`config.mk`:
```
export PLATFORM = sky130hd
export DESIGN_NAME = cdc_event_rx_flat
export DESIGN_NICKNAME = d
export VERILOG_FILES = /design/src/rtl/cdc_event_rx_pkg.sv /design/src/rtl/cdc_event_rx_if.sv /design/src/rtl/cdc_event_rx_chan.sv /design/src/rtl/cdc_event_rx.sv /design/src/flat_wrapper.sv
export SDC_FILE = /design/constraint.sdc
export NUM_CORES = 1
export LEC_CHECK = 0
export ABC_AREA = 1
export ABC_CLOCK_PERIOD_IN_PS = 5330
export BUFFER_PORTS_ARGS = -buffer_cell sky130_fd_sc_hd__buf_2
export CAP_MARGIN = 5
export CORE_MARGIN = 2
export CORE_UTILIZATION = 52
export DETAILED_ROUTE_END_ITERATION = 16
export GPL_TIMING_DRIVEN = 0
export PLACE_DENSITY = 0.72
export SLEW_MARGIN = 15
export SYNTH_ARGS = -nofsm -noshare
export SYNTH_HDL_FRONTEND = slang
export SYNTH_SLANG_ARGS = --single-unit
```
`constraint.sdc`:
```
create_clock -name clk -period 5.33 [get_ports clk]
set_input_delay 1.066 -clock clk [delete_from_list [all_inputs] [get_ports clk]]
set_output_delay 1.066 -clock clk [all_outputs]
set_load 0.05 [all_outputs]
```
`src/rtl/cdc_event_rx_pkg.sv`:
```
// Shared types and the round-robin search used by the cdc_event_rx block.
package cdc_event_pkg;

   typedef enum logic {EVT_TOGGLE, EVT_HANDSHAKE} evt_mode_t;
   typedef enum logic {IDLE, VALID} out_state_t;

   localparam int MAX_CH = 32;

   // First set bit of req at or after start, wrapping within n channels; 0 if none.
   function automatic int unsigned rr_first(input logic [MAX_CH-1:0] req,
                                            input int unsigned start,
                                            input int unsigned n);
      int unsigned idx;
      logic        found;
      rr_first = 0;
      found    = 1'b0;
      for (int unsigned k = 0; k < MAX_CH; k++) begin
         idx = start + k;
         if (idx >= n) idx = idx - n;
         if ((k < n) && !found && req[idx[4:0]]) begin
            rr_first = idx;
            found    = 1'b1;
         end
      end
   endfunction

endpackage

```
`src/rtl/cdc_event_rx_if.sv`:
```
// Drain port of cdc_event_rx: valid/ready with the presented channel id.
interface cdc_event_rx_if #(parameter int N = 4);
   localparam int IDW = (N > 1) ? $clog2(N) : 1;

   logic           out_valid;
   logic           out_ready;
   logic [IDW-1:0] out_id;

   modport master (output out_valid, output out_id, input out_ready);
   modport slave  (input out_valid, input out_id, output out_ready);
endinterface

```
`src/rtl/cdc_event_rx_chan.sv`:
```
// One receive channel: synchroniser, edge detect, saturating event counter, sticky overflow flag.
module cdc_event_rx_chan
   import cdc_event_pkg::*;
#(
   parameter int        SYNC_STAGES = 2,
   parameter int        CW          = 4,
   parameter evt_mode_t MODE        = EVT_TOGGLE
) (
   input  logic          clk,
   input  logic          rst,
   input  logic          evt_i,
   input  logic          consume_i,
   input  logic          err_clr_i,
   output logic          ack_o,
   output logic          evt_o,
   output logic [CW-1:0] cnt_o,
   output logic          pending_o,
   output logic          error_o
);

   logic [SYNC_STAGES-1:0] sync_q;
   logic                   p_q;
   logic [CW-1:0]          cnt_q, cnt_d;
   logic                   err_q, err_d;
   logic                   s_last, evt, full;

   assign s_last = sync_q[SYNC_STAGES-1];
   assign evt    = (MODE == EVT_TOGGLE) ? (s_last ^ p_q) : (s_last & ~p_q);
   assign full   = &cnt_q;

   always_comb begin
      cnt_d = cnt_q;
      if (evt && !consume_i && !full)
         cnt_d = cnt_q + CW'(1);
      else if (!evt && consume_i)
         cnt_d = cnt_q - CW'(1);
   end

   // A dropped event sets the flag; a set in the same cycle overrides the clear.
   assign err_d = (evt & ~consume_i & full) | (err_q & ~err_clr_i);

   always_ff @(posedge clk or posedge rst) begin
      if (rst) begin
         sync_q <= '0;
         p_q    <= 1'b0;
         cnt_q  <= '0;
         err_q  <= 1'b0;
      end else begin
         sync_q <= {sync_q[SYNC_STAGES-2:0], evt_i};
         p_q    <= s_last;
         cnt_q  <= cnt_d;
         err_q  <= err_d;
      end
   end

   assign ack_o     = s_last;
   assign evt_o     = evt;
   assign cnt_o     = cnt_q;
   assign pending_o = |cnt_q;
   assign error_o   = err_q;

endmodule

```
`src/rtl/cdc_event_rx.sv`:
```
// N-channel asynchronous event receiver with round-robin registered drain port.
module cdc_event_rx
   import cdc_event_pkg::*;
#(
   parameter int        N           = 4,
   parameter int        SYNC_STAGES = 2,
   parameter int        CW          = 4,
   parameter evt_mode_t MODE        = EVT_TOGGLE
) (
   input  logic          clk,
   input  logic          reset,
   input  logic [N-1:0]  evt_in,
   output logic [N-1:0]  evt_ack,
   output logic [N-1:0]  pending,
   output logic [N-1:0]  error,
   input  logic [N-1:0]  err_clr,
   cdc_event_rx_if.master out
);

   localparam int IDW = (N > 1) ? $clog2(N) : 1;

   out_state_t        state_q, state_d;
   logic [IDW-1:0]    id_q, id_d, rr_q, rr_d, next_id;
   logic [N-1:0]      consume, evt, pend_nxt;
   logic [CW-1:0]     cnt [N];
   logic [MAX_CH-1:0] req_now, req_nxt;
   logic              hs;

   assign hs = out.out_valid & out.out_ready;

   for (genvar i = 0; i < N; i++) begin : g_ch
      assign consume[i] = hs && (id_q == IDW'(i));
      // Pending after this cycle's update, including a simultaneous arrival.
      assign pend_nxt[i] = evt[i] | ((cnt[i] != '0) & ~(consume[i] & (cnt[i] == CW'(1))));

      cdc_event_rx_chan #(
         .SYNC_STAGES (SYNC_STAGES),
         .CW          (CW),
         .MODE        (MODE)
      ) u_chan (
         .clk       (clk),
         .rst       (reset),
         .evt_i     (evt_in[i]),
         .consume_i (consume[i]),
         .err_clr_i (err_clr[i]),
         .ack_o     (evt_ack[i]),
         .evt_o     (evt[i]),
         .cnt_o     (cnt[i]),
         .pending_o (pending[i]),
         .error_o   (error[i])
      );
   end

   assign req_now = MAX_CH'(pending);
   assign req_nxt = MAX_CH'(pend_nxt);
   assign next_id = (id_q == IDW'(N-1)) ? '0 : id_q + IDW'(1);

   always_ff @(posedge clk or posedge reset) begin
      if (reset) begin
         state_q <= IDLE;
         id_q    <= '0;
         rr_q    <= '0;
      end else begin
         state_q <= state_d;
         id_q    <= id_d;
         rr_q    <= rr_d;
      end
   end

   always_comb begin
      state_d = state_q;
      id_d    = id_q;
      rr_d    = rr_q;
      case (state_q)
         IDLE: begin
            if (|pending) begin
               id_d    = IDW'(rr_first(req_now, 32'(rr_q), N));
               state_d = VALID;
            end
         end
         VALID: begin
            if (out.out_ready) begin
               rr_d = next_id;
               if (|pend_nxt)
                  id_d = IDW'(rr_first(req_nxt, 32'(next_id), N));
               else
                  state_d = IDLE;
            end
         end
         default: state_d = IDLE;
      endcase
   end

   always_comb begin
      out.out_valid = (state_q == VALID);
      out.out_id    = id_q;
   end

endmodule
```
`src/flat_wrapper.sv`:
```
// flat-port wrapper written by rule: the top's interface ports become plain ports
module cdc_event_rx_flat import cdc_event_pkg::*;
#(
   parameter int        N           = 4,
   parameter int        SYNC_STAGES = 2,
   parameter int        CW          = 4,
   parameter evt_mode_t MODE        = EVT_TOGGLE
)
  (clk, reset, evt_in, evt_ack, pending, error, err_clr, out_out_valid, out_out_id, out_out_ready);
  cdc_event_rx_if #(.N(N)) out_i ();
  input  logic clk;
  input  logic reset;
  input  logic [N-1:0] evt_in;
  output logic [N-1:0] evt_ack;
  output logic [N-1:0] pending;
  output logic [N-1:0] error;
  input  logic [N-1:0] err_clr;
  output wire logic [$bits(out_i.out_valid)-1:0] out_out_valid;
  output wire logic [$bits(out_i.out_id)-1:0] out_out_id;
  input wire logic [$bits(out_i.out_ready)-1:0] out_out_ready;
  assign out_out_valid = out_i.out_valid;
  assign out_out_id = out_i.out_id;
  assign out_i.out_ready = out_out_ready;
  cdc_event_rx #(.N(N), .SYNC_STAGES(SYNC_STAGES), .CW(CW), .MODE(MODE)) u_core (.clk(clk), .reset(reset), .evt_in(evt_in), .evt_ack(evt_ack), .pending(pending), .error(error), .err_clr(err_clr), .out(out_i));
endmodule
```
==> flow_summary.json <==
{
  "cts_setup_buffers": 0,
  "final_max_slew_viol_count": 0,
  "power_switching_share_pct": 51.02,
  "via_per_inst": 4.900,
  "fin_setup_tns_ps": 0,
  "setup_viol": 0,
  "worst-path-buf-inv": 5,
  "firstDrtPassIters": 5,
  "drt-initial-drc-count": 103,
  "grt_pass1_wl_um": 8397,
  "cap_violations": 0,
  "drc": 0,
  "clk_latency_ps": 290,
  "syn_to_final_growth_pct": 12.52,
  "crit_path_frequent_cell": "inv_1",
  "finalHoldViolations": 0,
  "ctsHoldBuffers": 0,
  "via_count": 2151,
  "crit_fanout": 5,
  "num_io_pins": 26,
  "place.gp.congestion": 0.8800,
  "syn-instance-count": 338,
  "r2r_cells": 12,
  "core_mm2": 0.004786,
  "ys_types": 33,
  "hpwl_um": 3717,
  "cp.arrival_ps": 1670,
  "grt_max_degree": 22,
  "pre_cts_ws_ps": 2883,
  "clkTransAtPathRegs_ps": 80,
  "setup_slack_ps": 2598,
  "max-clock-path-buffers": 2,
  "cp_top_family": "buffers and inverters",
  "min_period_ps": 2732,
  "path_class": "register to output port",
  "diodes": 0,
  "worst_ir_drop_vdd_uv": 261.4,
  "hold_class": "register to register",
  "cts_tree": "yes",
  "placed_area_mm2": 0.002844,
  "p_sw_uw": 856.4,
  "stdcell_area_mm2": 0.002934,
  "skew_ps": 6.374,
  "synth.avg_cell_area_um2": 7.715,
  "grt_pass1_vias": 1972,
  "cts.repair.resized": 0,
  "p_total_mw": 1.678,
  "die_h_um": 74.81,
  "drive_above_1_share_pct": 20.16,
  "power_frac_seq_pct": 28.5,
  "period_share_pct": 51.26,
  "start_kind": "register",
  "ant_nets": 0,
  "yosysSeqAreaShare_pct": 35.51,
  "cts_buffers": 5,
  "die_x_um": 74.81,
  "worstMarginPinSlew_ps": 403.7,
  "cts_root_buf": "clkbuf_8",
  "die_area_mm2": 0.005597,
  "antenna_found_initial": 0,
  "p_int_uw": 822.0,
  "start_util_pct": 54.48,
  "nets": 400,
  "htree_levels": 2,
  "status": "completed",
  "holdPathStages": 0,
  "synth-seq-cells": 37,
  "syn_area_mm2": 0.002608,
  "yosys-top-cells-area": "dfrtp_1, nand2_1, inv_1, ha_1, nand3_1",
  "overflow": 0,
  "num-fill-cells": 430,
  "post-route-util_pct": 61.31,
  "comb_power_share_pct": 59.5,
  "synth_nets": 367,
  "wl_um": 4704,
  "critical_path_depth": 7,
  "slew_headroom_pct": 73.04,
  "portBuffers": 25,
  "power_leakage_nw": 1.546,
  "power_density_mw_per_mm2": 572.0,
  "clkSinkCount": 37,
  "fmaxAchievable_ghz": 0.3660,
  "yosys.area.top_type_share_pct": 35.51,
  "yosysWarnings": 0,
  "wl_per_cell_um": 10.72,
  "grt_setup_unrepaired": "no",
  "clock_power_share_pct": 12.0,
  "crit_slowest_cell": "dfrtp_1",
  "yosys.area.top_type": "dfrtp_1",
  "end_kind": "output port",
  "path_cells": "inv_1 -> ha_1 -> inv_1 -> nor2_2 -> inv_1 -> buf_4 -> buf_2",
  "cpPeakStageDelay_ps": 450,
  "grtUsageTotal_pct": 19.31,
  "rows": 25,
  "critPathRequiredTime_ps": 4260
}
[synthesized netlist by cell type]
| library cell | number |
|---|---|
| inv_2 | 4 |
| nand2_2 | 4 |
| nand3_1 | 38 |
| nand3_2 | 6 |
| dfrtp_1 | 37 |
| o21ai_0 | 8 |
| nor2_4 | 5 |
| xor2_2 | 1 |
| nor2_2 | 4 |
| nand3b_1 | 1 |
| nand2_4 | 1 |
| a22oi_1 | 1 |
| o21ai_1 | 3 |
| nand3_4 | 1 |
| o32ai_1 | 3 |
| nand2_1 | 77 |
| a21oi_2 | 1 |
| buf_4 | 12 |
| a21oi_1 | 5 |
| o221ai_1 | 4 |
| clkinv_1 | 1 |
| inv_1 | 61 |
| a21boi_1 | 1 |
| xor2_1 | 12 |
| nor3b_1 | 1 |
| nor2_1 | 15 |
| nand4_1 | 1 |
| or2_2 | 1 |
| ha_1 | 18 |
| a21boi_0 | 1 |
| nor3_1 | 5 |
| o22ai_1 | 1 |
| o41ai_1 | 4 |
[flip-flops by register name, summed over array words and instances, names as in the netlist]
signal and flops:
u_core.out.out_id 2, u_core.rr_q 2, u_core.g_ch.u_chan.p_q 4, u_core.g_ch.u_chan.cnt_o 16, u_core.g_ch.u_chan.sync_q 8, u_core.g_ch.u_chan.error_o 4, u_core.out.out_valid 1
[layout make-up]
type	instances	area (um2)	share of cell area, %
Multi-Input combinational cell	223	1344	45.80
Sequential cell	37	925.9	31.56
Inverter	66	247.7	8.444
Timing Repair Buffer	26	152.6	5.203
Buffer	12	90.09	3.070
Tap cell	67	83.83	2.857
Clock buffer	5	68.82	2.345
Clock inverter	3	21.27	0.7249
[cells in the final DEF (no fill, tap or decap), drive strengths merged, types with 3 or more instances in the layout]
cell type,count
o221ai,4
nor2,24
o32ai,3
xor2,13
buf,38
o41ai,4
clkbuf,5
o21ai,11
nand2,82
a21oi,6
nor3,5
ha,18
nand3,45
dfrtp,37
inv,66
[logic make-up (layout without fill, tap and decap cells)]
kind of cell / Yosys count / in the layout / share of synthesized area (%)
adders and majority gates: 18 / 18 / 8.637
buffers and inverters: 78 / 112 / 12.96
and+or+nand+nor: 160 / 160 / 30.04
xor gates and xnor gates: 13 / 13 / 4.655
DFF: 37 / 37 / 35.51
AOI/OAI and AO/OA: 32 / 32 / 8.206
[power groups by stage]
stage | Clock (mW) | Sequential (mW) | Combinational, mW
floorplan | 0 | 0.487 | 0.805
global placement | 0 | 0.479 | 0.977
detailed placement | 0 | 0.480 | 1.00
CTS | 0.209 | 0.477 | 1.00
global route | 0.220 | 0.494 | 1.14
finish | 0.202 | 0.478 | 0.999
[per-layer routing]
metal | vias up | wire (um) | global-route usage, %
met2 | 40 | 2121 | 31.47
met4 | 0 | 80 | 6.944
met5 | - | 0 | 0
li1 | 1133 | - | -
met1 | 971 | 2305 | 26.00
met3 | 7 | 196 | 3.347
[per-stage QoR]
stage               hold slack (ps)  cells
floorplan                     331.2    338
global placement              334.0    430
detailed placement            337.8    431
CTS                           357.8    439
global route                  363.3    439
finish                        354.6    439
[worst paths after layout]
| path | end | start | slack, ps |
|---|---|---|---|
| hold / removal | u_core.g_ch[2].u_chan.sync_q[1] | u_core.g_ch[2].u_chan.sync_q[0] | 350 |
| setup reg to reg | u_core.out.out_id[1] | u_core.out.out_id[0] | 3290 |
| max in group asynchronous | u_core.g_ch[0].u_chan.cnt_o[3] | reset | 4140 |
| hold reg to reg | u_core.g_ch[2].u_chan.sync_q[1] | u_core.g_ch[2].u_chan.sync_q[0] | 350 |
| setup / recovery | pending[3] | u_core.g_ch[3].u_chan.cnt_o[0] | 2600 |
| min in group asynchronous | u_core.g_ch[2].u_chan.sync_q[0] | reset | 740 |
No activity file was read; power rests on OpenSTA's default activity.
